--- config.mk ---
export PLATFORM = sky130hd
export DESIGN_NAME = clk_period_monitor
export DESIGN_NICKNAME = d
export VERILOG_FILES = /design/src/rtl/clk_mon_pkg.sv /design/src/rtl/sync_edge_det.sv /design/src/rtl/clk_period_monitor.sv
export SDC_FILE = /design/constraint.sdc
export NUM_CORES = 1
export LEC_CHECK = 0
export CORE_MARGIN = 2
export CORE_UTILIZATION = 55
export CTS_CLUSTER_DIAMETER = 80
export CTS_CLUSTER_SIZE = 30
export DETAILED_ROUTE_END_ITERATION = 10
export PLACE_DENSITY = 0.75
export SYNTH_ARGS = -nofsm -noshare
export SYNTH_HDL_FRONTEND = slang
export SYNTH_SLANG_ARGS = --single-unit
--- constraint.sdc ---
create_clock -name clk_in -period 2.95 [get_ports clk_in]
set_input_delay 0.7375 -clock clk_in [delete_from_list [all_inputs] [get_ports clk_in]]
set_output_delay 0.7375 -clock clk_in [all_outputs]
set_load 0.005 [all_outputs]
--- src/rtl/clk_mon_pkg.sv ---
// rtl/clk_mon_pkg.sv - shared state encoding and default sizing for clk_period_monitor
package clk_mon_pkg;

  localparam int unsigned DEF_CNT_W       = 8;
  localparam int unsigned DEF_LOCK_CNT    = 4;
  localparam int unsigned DEF_SYNC_STAGES = 2;

  typedef enum logic [1:0] {
    IDLE      = 2'd0,
    MEAS_HIGH = 2'd1,
    MEAS_LOW  = 2'd2
  } state_t;

endpackage

--- src/rtl/sync_edge_det.sv ---
// rtl/sync_edge_det.sv - synchronizer chain plus single-cycle rise/fall detection
module sync_edge_det #(
  parameter int SYNC_STAGES = 2
) (
  input  logic i_clk,
  input  logic i_rst_n,
  input  logic i_sig,
  output logic o_s,
  output logic o_rise,
  output logic o_fall
);

  logic [SYNC_STAGES-1:0] r_sync;
  logic                   r_prev;
  logic                   w_s;

  assign w_s = r_sync[SYNC_STAGES-1];

  always_ff @(posedge i_clk or negedge i_rst_n) begin
    if (!i_rst_n) begin
      r_sync <= '0;
      r_prev <= 1'b0;
    end else begin
      r_sync <= {r_sync[SYNC_STAGES-2:0], i_sig};
      r_prev <= w_s;
    end
  end

  assign o_s    = w_s;
  assign o_rise = w_s & ~r_prev;
  assign o_fall = ~w_s & r_prev;

endmodule

--- src/rtl/clk_period_monitor.sv ---
// rtl/clk_period_monitor.sv - measures period/high time of a divided clock and reports lock
module clk_period_monitor
  import clk_mon_pkg::*;
#(
  parameter int CNT_W       = DEF_CNT_W,
  parameter int LOCK_CNT    = DEF_LOCK_CNT,
  parameter int SYNC_STAGES = DEF_SYNC_STAGES
) (
  input  logic             clk_in,
  input  logic             rst_n,
  input  logic             sig_in,
  input  logic             clr,
  output logic             meas_valid,
  output logic [CNT_W-1:0] period,
  output logic [CNT_W-1:0] high_time,
  output logic             locked,
  output logic             overflow
);

  localparam int              MW       = $clog2(LOCK_CNT + 1);
  localparam logic [CNT_W-1:0] CNT_MAX = '1;
  localparam logic [CNT_W-1:0] CNT_ONE = CNT_W'(1);
  localparam logic [MW-1:0]    LOCK_VAL = MW'(LOCK_CNT);
  localparam logic [MW-1:0]    MATCH_ONE = MW'(1);

  state_t           r_state;
  state_t           w_next;
  logic [CNT_W-1:0] r_cnt;
  logic [CNT_W-1:0] r_hi_cap;
  logic [CNT_W-1:0] r_period;
  logic [CNT_W-1:0] r_high_time;
  logic             r_meas_valid;
  logic             r_locked;
  logic             r_overflow;
  logic [MW-1:0]    r_match;
  logic [MW-1:0]    w_match_next;
  logic             w_s;
  logic             w_rise;
  logic             w_fall;
  logic             w_cap_hi;
  logic             w_meas;
  logic             w_ovf;

  sync_edge_det #(
    .SYNC_STAGES(SYNC_STAGES)
  ) u_sync_edge_det (
    .i_clk  (clk_in),
    .i_rst_n(rst_n),
    .i_sig  (sig_in),
    .o_s    (w_s),
    .o_rise (w_rise),
    .o_fall (w_fall)
  );

  always_ff @(posedge clk_in or negedge rst_n) begin
    if (!rst_n) begin
      r_state <= IDLE;
    end else begin
      r_state <= w_next;
    end
  end

  // clr wins over any edge or saturation seen in the same cycle
  always_comb begin
    w_next   = r_state;
    w_cap_hi = 1'b0;
    w_meas   = 1'b0;
    w_ovf    = 1'b0;
    if (clr) begin
      w_next = IDLE;
    end else begin
      case (r_state)
        IDLE: begin
          if (w_rise && w_s) w_next = MEAS_HIGH;
        end
        MEAS_HIGH: begin
          if (w_fall) begin
            w_cap_hi = 1'b1;
            w_next   = MEAS_LOW;
          end
        end
        MEAS_LOW: begin
          if (w_rise) begin
            w_meas = 1'b1;
            w_next = MEAS_HIGH;
          end
        end
        default: w_next = IDLE;
      endcase
      if ((r_state != IDLE) && (r_cnt == CNT_MAX) && !w_rise && !w_fall) begin
        w_ovf    = 1'b1;
        w_cap_hi = 1'b0;
        w_meas   = 1'b0;
        w_next   = IDLE;
      end
    end
  end

  always_comb begin
    w_match_next = MATCH_ONE;
    if ((r_match != '0) && (r_cnt == r_period)) begin
      w_match_next = (r_match == LOCK_VAL) ? LOCK_VAL : r_match + MATCH_ONE;
    end
  end

  always_ff @(posedge clk_in or negedge rst_n) begin
    if (!rst_n) begin
      r_cnt        <= '0;
      r_hi_cap     <= '0;
      r_period     <= '0;
      r_high_time  <= '0;
      r_meas_valid <= 1'b0;
      r_locked     <= 1'b0;
      r_overflow   <= 1'b0;
      r_match      <= '0;
    end else if (clr) begin
      r_cnt        <= '0;
      r_hi_cap     <= '0;
      r_period     <= '0;
      r_high_time  <= '0;
      r_meas_valid <= 1'b0;
      r_locked     <= 1'b0;
      r_overflow   <= 1'b0;
      r_match      <= '0;
    end else begin
      r_meas_valid <= w_meas;
      if (w_rise) begin
        r_cnt <= CNT_ONE;
      end else if (r_cnt != CNT_MAX) begin
        r_cnt <= r_cnt + CNT_ONE;
      end
      if (w_cap_hi) r_hi_cap <= r_cnt;
      if (w_meas) begin
        r_period    <= r_cnt;
        r_high_time <= r_hi_cap;
        r_match     <= w_match_next;
        r_locked    <= (w_match_next == LOCK_VAL);
      end
      if (w_ovf) begin
        r_overflow <= 1'b1;
        r_locked   <= 1'b0;
        r_match    <= '0;
      end
    end
  end

  assign meas_valid = r_meas_valid;
  assign period     = r_period;
  assign high_time  = r_high_time;
  assign locked     = r_locked;
  assign overflow   = r_overflow;

endmodule

After elaboration in Yosys (flattened, before gate mapping)
Index checks and enable logic that the tools add are counted.
{"block": "word_totals", "input_bits": 4, "word_cells": 79, "reg_bits": 43}
{"block": "op_classes", "n_bitwise": 4, "n_addsub": 2, "eq_ne": 10, "reduce_logical": 16, "n_mux": 36}
{"op": "$mux 8", "count": 9}
{"op": "$mux 1", "count": 16}
{"op": "$mux 3", "count": 5}
{"op": "$ne 4x4->1 const B", "count": 3}
{"op": "$mux 2", "count": 5}
{"op": "$reduce_bool 3->1", "count": 3}
{"op": "$add 8x1->8 const B", "count": 1}
{"op": "$eq 8x8->1", "count": 1}
{"op": "$eq 8x8->1 const B", "count": 1}
{"op": "$ne 8x8->1 const B", "count": 1}
{"op": "$reduce_bool 2->1", "count": 4}
{"op": "$eq 3x3->1 const B", "count": 2}
{"op": "$pmux 2 s3", "count": 1}
{"op": "$logic_and 1x1->1", "count": 5}
{"op": "$add 3x1->3 const B", "count": 1}
{"op": "$reduce_and 3->1", "count": 1}
{"op": "$and 1x1->1", "count": 2}
{"op": "$eq 2x1->1 const B", "count": 1}
{"op": "$eq 2x2->1 const B", "count": 1}
{"op": "$logic_not 1->1", "count": 2}
{"op": "$logic_not 2->1", "count": 1}
{"op": "$not 1->1", "count": 2}

Longest topological paths before layout
{"block": "depth", "depth_word": 10, "depth_mapped": 6}

Hierarchy
From an unflattened synthesis, not the netlist that was laid out.
{"block": "unflattened", "cells_unflattened": 206, "hier_area_um2": 2038.2}
{"mod": "clk_period_monitor", "n_inst": 1, "area_each_um2": 1948.1, "cells_per_inst": 201}
{"mod": "sync_edge_det", "n_inst": 1, "area_each_um2": 90.1, "cells_per_inst": 5}

Worst setup path before layout
No wires, ideal clock.
{"block": "synth_path", "path_type": "reg-to-reg", "from": "register r_cnt[0]", "to": "register r_locked (netlist: locked)", "path_stages_with_launch": 6, "path_slack_ns": 1.447, "synth_period_minus_slack_ns": 1.503, "required_ns": 2.829, "arrival_time_ns": 1.382, "path_cell_list": "dfrtp_1 -> ha_1 -> nand3_4 -> nor4_4 -> nor3_2 -> a22o_1"}
{"block": "synth_between", "elab_chain_len": 8, "word_cells_on_any_way": 16, "classes_between": "eq/ne: 3; mux: 8; reduce/logical: 5"}
{"item": "start: declaration", "line": "clk_period_monitor.sv:28", "text": "logic [CNT_W-1:0] r_cnt;"}
{"item": "start signal: assignment", "line": "clk_period_monitor.sv:130", "text": "r_cnt <= r_cnt + CNT_ONE;"}
{"item": "branches (longest 8 deep; another with $eq 8x8->1)"}
{"item": "end signal: assignment", "line": "clk_period_monitor.sv:137", "text": "r_locked <= (w_match_next == LOCK_VAL);"}
{"item": "end: declaration", "line": "clk_period_monitor.sv:33", "text": "logic r_locked;"}
Several ways; the timed one is not identified. The select of a mux whose other input is x is not followed.
A chain may end at the register's enable or synchronous reset.

Final worst setup path
{"block": "layout_path", "from": "register r_period[3] (netlist: period[3])", "to": "output port period[3]"}
{"item": "start: declaration", "line": "clk_period_monitor.sv:30", "text": "logic [CNT_W-1:0] r_period;"}
{"item": "start signal: assignment", "line": "clk_period_monitor.sv:134", "text": "r_period <= r_cnt;"}
{"item": "end: declaration", "line": "clk_period_monitor.sv:14", "text": "output logic [CNT_W-1:0] period,"}
No word-level cell between the ends.

==> impl_metrics.yaml <==
run_status:
  outcome: "finished clean"
finish:
  nets: 238
  layout-drive-gt1-share: 0.0776
  area_delta_synth_final_pct: 17.1
  antenna_cells: 0
  instances_no_fill: 280
  num-fill-cells: 296
  stdcell_area_mm2: 0.00240
  fin_util: 0.661
clock_network:
  hold_buffers: 0
  ctsRootBufferMaster: "clkbuf_8"
  clkTransAtPathRegs_ns: 0.08
  cts_resized: 0
  cts_max_level: 2
  numCtsBuffers: 5
  worst_skew_pair.late_latency_ns: 0.30
  clock-sinks: 43
  clockBufferDepth: 2
  postCtsSetupRepairBufs: 0
  cts_tree: "built"
global_routing:
  grt_usage: 0.227
  antenna_found_initial: 0
  grt_pass1_vias: 1551
  gr-total-overflow: 0
  grt_pass1_wl_um: 7270
  grt_max_degree: 44
worst_setup_path:
  worst_setup_path_end_kind: "output port"
  slowest_delay_ns: 0.52
  crit_path_start: "period[3]"
  crit_family: "buffers and inverters"
  worstPathArrival_ns: 1.21
  r2r_start: "r_cnt[0]"
  crit_type: "reg -> out"
  crit_path_end: "period[3]"
  cp.required_ns: 2.21
  worstPathMaxFanout: 3
  reg2reg_slack_ns: 1.19
  startpoint_type: "flop"
  worst-path-stages: 1
  worstRegToRegCells: 5
  path_buf_inv: 1
  rr_endpoint: "r_match[1]"
  slowest_stage: "clkdlybuf4s50_1"
  crit_chain: "clkdlybuf4s50_1"
power:
  fin_total_pwr_mw: 1.13
  power_density_mw_per_mm2: 469
  irDropWorstVdd_v: 0.000288
  p_leak_nw: 1.01
sta:
  grt_setup_unrepaired: "false"
  setup_viol: 0
  max-slew-margin-rel: 0.388
  tns_ns: 0
  max_clock_freq_ghz: 0.512
  worst_slack_ns: 0.998
  finalMaxSlewViolations: 0
  hold_viol: 0
  fin_skew_ns: 0.00881
  tightest_slew_ns: 0.918
  period_minus_slack_ns: 1.95
  holdWs_ns: 0.355
  period_share: 0.662
job:
  cap_violations: 0
route:
  ant_nets: 0
  route.met3.wl_um: 170
  met2_wirelength_um: 2060
  drc: 0
  via_per_inst: 5.63
  wl_um: 4170
  drt_iter0_markers: 89
  vias: 1577
  wl_met1_um: 1860
  routed.top_layer: "met4"
  drt_first_pass_iters: 5
  wire_per_inst_um: 14.9
die:
  boundaryPins: 23
  die_y_um: 65.1
  fp.dieW_um: 65.1
  row_count: 22
  die-area_mm2: 0.00423
  core_mm2: 0.00363
  start_util: 0.564
yosys:
  ys_ff_latch: 43
  yosysSeqAreaShare: 0.525
  yosysUniqueCellTypes: 38
  synth_top_area_frac: 0.525
  synth_edf_count: 0
  netlist_top_cells_count: "nand2_1, dfrtp_1, a21oi_1, nor2_1, xnor2_1"
  async_reset_ff_frac: 1.00
  yosysWarnings: 0
  dominantRegCellSynth: "dfrtp_1"
  syn_area_mm2: 0.00205
  synthCells: 212
  synth_nets: 219
  avgSynthCellArea_um2: 9.67
  yosysMostFrequentCell: "nand2_1"
  synth_area_leaders: "dfrtp_1, nand2_1, a21oi_1"
  synth_largest_area_cell: "dfrtp_1"
placed_design:
  placed_area_mm2: 0.00228
  hpwl_um: 2880
  dpl.cell_count: 272
  port_buffers: 22
  place_ws_ns: 0.788
  globalplace.congestion: 0.894
worst_hold_path:
  hp-class: "reg -> reg"
-- cells in the final DEF, fill, tap and decap left out, types with 4 or more instances in the layout --
master / Yosys / routed
a21oi_1: 26 / 26
o21ai_0: 5 / 5
xor2_1: 6 / 6
dfrtp_1: 43 / 43
clkbuf_8: 0 / 6
inv_1: 5 / 5
clkdlybuf4s50_1: 0 / 21
nor2_1: 12 / 12
xnor2_1: 8 / 8
nand3_1: 4 / 4
nand2_1: 55 / 55
-- worst min-delay path by stage --
stage | startpoint | endpoint | slack, ns | cells after the start
floorplan | u_sync_edge_det.r_sync[0] | u_sync_edge_det.r_sync[1] | 0.33 | 0
global placement | u_sync_edge_det.r_sync[0] | u_sync_edge_det.r_sync[1] | 0.33 | 0
detailed placement | u_sync_edge_det.r_sync[0] | u_sync_edge_det.r_sync[1] | 0.34 | 0
CTS | u_sync_edge_det.r_sync[0] | u_sync_edge_det.r_sync[1] | 0.36 | 0
global route | u_sync_edge_det.r_sync[0] | u_sync_edge_det.r_sync[1] | 0.37 | 0
finish | u_sync_edge_det.r_sync[0] | u_sync_edge_det.r_sync[1] | 0.35 | 0
-- flip-flops by register name, indices dropped and copies added, names as in the netlist, 2 cells and up --
signal                  cells
high_time                   8
period                      8
r_cnt                       8
r_hi_cap                    8
r_match                     3
r_state                     2
u_sync_edge_det.r_sync      2
-- per-layer routing --
layer / vias up / GRT usage
li1: 753 / -
met2: 35 / 0.385
met4: 0 / 0.0938
met3: 8 / 0.0417
met5: - / 0
met1: 781 / 0.287
-- report_power, final --
part / switching [mW] / leakage (nW) / internal, mW
logic: 0.0339 / 0.354 / 0.0149
clock network: 0.199 / 0.0612 / 0.274
registers: 0.0109 / 0.591 / 0.595
-- area by class of cell --
cell class / instances / area, µm² / share of cell area
multi-input cells: 152 / 900 / 0.374
clock inverters: 2 / 35.0 / 0.0146
clock buffers: 6 / 82.6 / 0.0344
well taps: 48 / 60.1 / 0.0250
inverters: 5 / 18.8 / 0.00781
flip-flops and latches: 43 / 1080 / 0.448
repair buffers: 24 / 230 / 0.0958
-- cells by family (layout without fill, tap and decap cells) --
group           Yosys count  in the layout  synth area share
compound gates           43             43             0.127
simple gates             91             91             0.229
xor+xnor                 14             14            0.0598
buf+inv                  17             37            0.0366
flops                    43             43             0.525
mux                       1              1           0.00488
fa+ha+maj                 3              3            0.0183
Power figures use the tool's default switching activity.
==> RTL edit 1, RTL diff (same flow settings) <==
Encoding of `state_t`: now one-hot (3 bits for 3 states).
--- a/src/rtl/clk_mon_pkg.sv
+++ b/src/rtl/clk_mon_pkg.sv
@@ -6,8 +6,8 @@
   localparam int unsigned DEF_SYNC_STAGES = 2;
 
-  typedef enum logic [1:0] {
-    IDLE      = 2'd0,
-    MEAS_HIGH = 2'd1,
-    MEAS_LOW  = 2'd2
+  typedef enum logic [2:0] {
+    IDLE      = 3'b001,
+    MEAS_HIGH = 3'b010,
+    MEAS_LOW  = 3'b100
   } state_t;
 
Formal check against the unedited RTL: no difference found for any inputs over 10 cycles, from zero or initial values and one cycle with rst_n low; not proved beyond that.
==> RTL edit 1 against the unedited design <==
Area after synthesis increased by 2.4%; count of clock-buffer cells in the layout is the same; worst setup slack worse by 0.0066 ns; cell area decreased by 0.36%; total power is 9.0% lower; utilization is 0.74 points lower; routed wire length up 0.62%; sequential power is 3% higher; sequential share of layout area up 1.3 points; sequential cell count increased by 1; die area up 2.3%; worst hold slack hardly changed; critical path type unchanged; highest routed layer unchanged.
==> RTL edit 1: results (changes against the unedited design) <==
Placed design
  • Cell total after placement: 268 (was 272)
  • Placer Congestion: 0.814 (was 0.894)
  • Area after DPL: 0.00232 mm^2 (was 0.00228 mm^2)
  • DP HPWL: 2.98 mm (was 2.88 mm)

Global route
  • Vias in the first global route: 1,547 (was 1,551)
  • Largest net degree at the start of global routing: 45 (was 44)
  • Gr usage total: 22.2% (was 22.7%)
  • First-pass GRT wire length: 7.26 mm (was 7.27 mm)

Clock network
  • Clk Latency, worst-skew pair: 0.28 ns (was 0.30 ns)

Synth
  • Post-Synthesis Cells: 210 (was 212)
  • Synth top area cells: dfrtp_1 (51%), nand2_1 (6.4%), a21oi_1 (5.2%) (was dfrtp_1 (52%), nand2_1 (10%), a21oi_1 (6.3%))
  • Post-Syn Nets: 217 (was 219)
  • Seq/Total Area, Yosys: 52.5% (about the same)
  • Synth cell count leaders: dfrtp_1 (43), nand2_1 (36), a21oi_1 (22), nor2_1 (19), xor2_1 (11) (was nand2_1 (55), dfrtp_1 (43), a21oi_1 (26), nor2_1 (12), xnor2_1 (8))

Power
  • Leak: 0.00109 uW (was 0.00101 uW)
  • VDD IR max: 0.000390 V (was 0.000288 V)

STA
  • Final cycle utilization of the critical path: 66.4% (was 66.2%)
  • Hold Worst Slack: 0.355 ns (about the same)
  • Clock Skew: 0.00418 ns (was 0.00881 ns)
  • Rel. slew slack: 36.4% (was 38.8%)

Finish
  • Share of cells above drive strength 1: 8.37% (was 7.76%)
  • Fill cells: 308 (was 296)
  • # nets final: 234 (was 238)

Status
  • Status: finished clean (unchanged)

Detailed routing
  • Via count: 1,556 (was 1,577)
  • Initial DRC Count: 127 (was 89)
  • Routed wire length: 4.19 mm (was 4.17 mm)

Worst setup path
  • R2R Setup Slk: 1.12 ns (was 1.19 ns)
-- RTL edit 1: layer usage --
| metal | track usage, % | routed length, um |
|---|---|---|
| met2 | 36.1 | 2120 |
| met5 | 0 | 0 |
| met3 | 4.77 | 178 |
| met4 | 9.11 | 72 |
| met1 | 28.8 | 1820 |
-- RTL edit 1: layout make-up --
class,count,share of cell area (%)
clock inverter,1,0.209
sequential,44,46.1
timing repair buffer,24,9.62
inverter,3,0.470
clock buffer,6,3.03
tap,48,2.51
multi-input combinational,149,38.1
-- RTL edit 1: kinds of logic (layout without fill, tap and decap cells) --
logic type / Yosys count / count (layout) / synth area share [%]
compound gates: 38 / 38 / 11.3
xor+xnor: 12 / 12 / 5.00
fa+ha+maj: 3 / 3 / 1.79
buf+inv: 17 / 34 / 4.11
flops: 44 / 44 / 52.5
mux: 9 / 9 / 4.29
simple gates: 87 / 87 / 21.1
-- RTL edit 1: stage by stage --
step	util [%]	total power (uW)
final	65.4	1030
after global routing	65.4	1070
after CTS	65.4	1040
after detailed placement	63.3	696
after global placement	63.3	694
after floorplan	-	670
-- RTL edit 1: final timing paths --
path,start,to,cells past startpoint
setup / recovery,period[1],period[1],1
hold / removal,u_sync_edge_det.r_sync[0],u_sync_edge_det.r_sync[1],0
setup reg to reg,u_sync_edge_det.r_sync[1],r_hi_cap[0],4
hold reg to reg,u_sync_edge_det.r_sync[0],u_sync_edge_det.r_sync[1],0
max in group asynchronous,rst_n,high_time[3],1
min in group asynchronous,rst_n,u_sync_edge_det.r_sync[1],1
-- RTL edit 1: power by group through the flow --
stage	clock network [uW]	logic, uW	registers, uW
finish	341	59.0	625
global route	379	67.0	627
CTS	353	60.1	625
detailed placement	0	60.0	636
global placement	0	57.7	636
floorplan	0	37.3	632
==> RTL edit 2, RTL diff (same flow settings) <==
Made on the original files. Change the package constant `DEF_LOCK_CNT` from 4 to 8.
--- a/src/rtl/clk_mon_pkg.sv
+++ b/src/rtl/clk_mon_pkg.sv
@@ -3,5 +3,5 @@
 
   localparam int unsigned DEF_CNT_W       = 8;
-  localparam int unsigned DEF_LOCK_CNT    = 4;
+  localparam int unsigned DEF_LOCK_CNT    = 8;
   localparam int unsigned DEF_SYNC_STAGES = 2;
 
Function: same outputs for any inputs over 10 cycles, from zero or initial values and one cycle with rst_n low; that may be too few to reach the edited logic, so the function may still have changed.
==> RTL edit 2 against the unedited design <==
Worst hold slack gained 0.00064 ns; worst setup slack gained 0.0019 ns; routed wire length shrank 3.0%; critical endpoint is now period[1]; cell area grew 2.8%; area after synthesis grew 4.5%; synthesized cell count grew 1.9%; critical path type unchanged; die area grew 4.2%; combinational power grew 9.2%; count of clock-buffer cells in the layout shrank 1; total power grew 1.1%; sequential cell count grew 1.
==> RTL edit 2: results (changes against the unedited design) <==
Synth
  • Synth cell count leaders: nand2_1 (51), dfrtp_1 (44), a21oi_1 (26), nor2_1 (13), xnor2_1 (8) (was nand2_1 (55), dfrtp_1 (43), a21oi_1 (26), nor2_1 (12), xnor2_1 (8))
  • Synth Area in Compound Gates: 11.6% (was 12.7%)
  • Mean Syn Cell Area: 9.92 um^2 (was 9.67 um^2)
  • Synth top area cells: dfrtp_1 (51%), nand2_1 (8.9%), a21oi_1 (6.1%) (was dfrtp_1 (52%), nand2_1 (10%), a21oi_1 (6.3%))
  • Synth Area in Adders: 1.75% (was 1.83%)
  • Post-synthesis cell type count: 45 (was 38)
  • Xor and xnor area share after synthesis: 5.72% (was 5.98%)

Detailed routing
  • Wire per inst: 14.3 um (was 14.9 um)
  • Vias per inst: 5.42 (was 5.63)

Global route
  • Largest net degree at the start of global routing: 45 (was 44)
  • Gr usage total: 21.3% (was 22.7%)
  • Met2 global-route usage: 33.5% (was 38.5%)
  • First-pass GRT wire length: 7.04 mm (was 7.27 mm)
  • Met3 Use GR: 4.77% (was 4.17%)

Placed design
  • DP HPWL: 2.78 mm (was 2.88 mm)
  • Cell total after placement: 275 (was 272)
  • Dpl ws: 0.742 ns (was 0.788 ns)
  • Placer Congestion: 0.803 (was 0.894)

Power
  • VDD IR max: 0.000362 V (was 0.000288 V)
  • Leak: 0.00102 uW (was 0.00101 uW)

Status
  • Status: finished clean (unchanged)

Finish
  • Fill cells: 326 (was 296)
  • Share of cells above drive strength 1: 9.36% (was 7.76%)
  • Seq cells: 44 (was 43)
  • Non-clk buf share: 9.32% (was 9.58%)
  • Multi-input gate area: 952 um^2 (was 900 um^2)
==> RTL edit 2: report_power, final <==
group | leakage, uW | switching (uW) | internal, uW | total, uW
Sequential | 0.000605 | 9.84 | 609 | 619
Combinational | 0.000363 | 36.6 | 16.8 | 53.4
Clock | 0.0000548 | 213 | 255 | 468
==> RTL edit 2: path summary, 6_finish.rpt <==
check | from | to | slack, ns | cells past startpoint
max reg2reg | r_cnt[1] | locked | 1.21 | 5
max in group asynchronous | rst_n | r_cnt[4] | 1.76 | 1
min | u_sync_edge_det.r_sync[0] | u_sync_edge_det.r_sync[1] | 0.36 | 0
min in group asynchronous | rst_n | r_match[1] | 0.59 | 1
max | period[1] | period[1] | 1.0 | 1
min reg2reg | u_sync_edge_det.r_sync[0] | u_sync_edge_det.r_sync[1] | 0.36 | 0
==> RTL edit 2: routing by layer <==
metal,wire (um),vias up
li1,-,763
met1,1900,741
met2,1940,21
met3,98,9
met4,105,0
met5,0,-
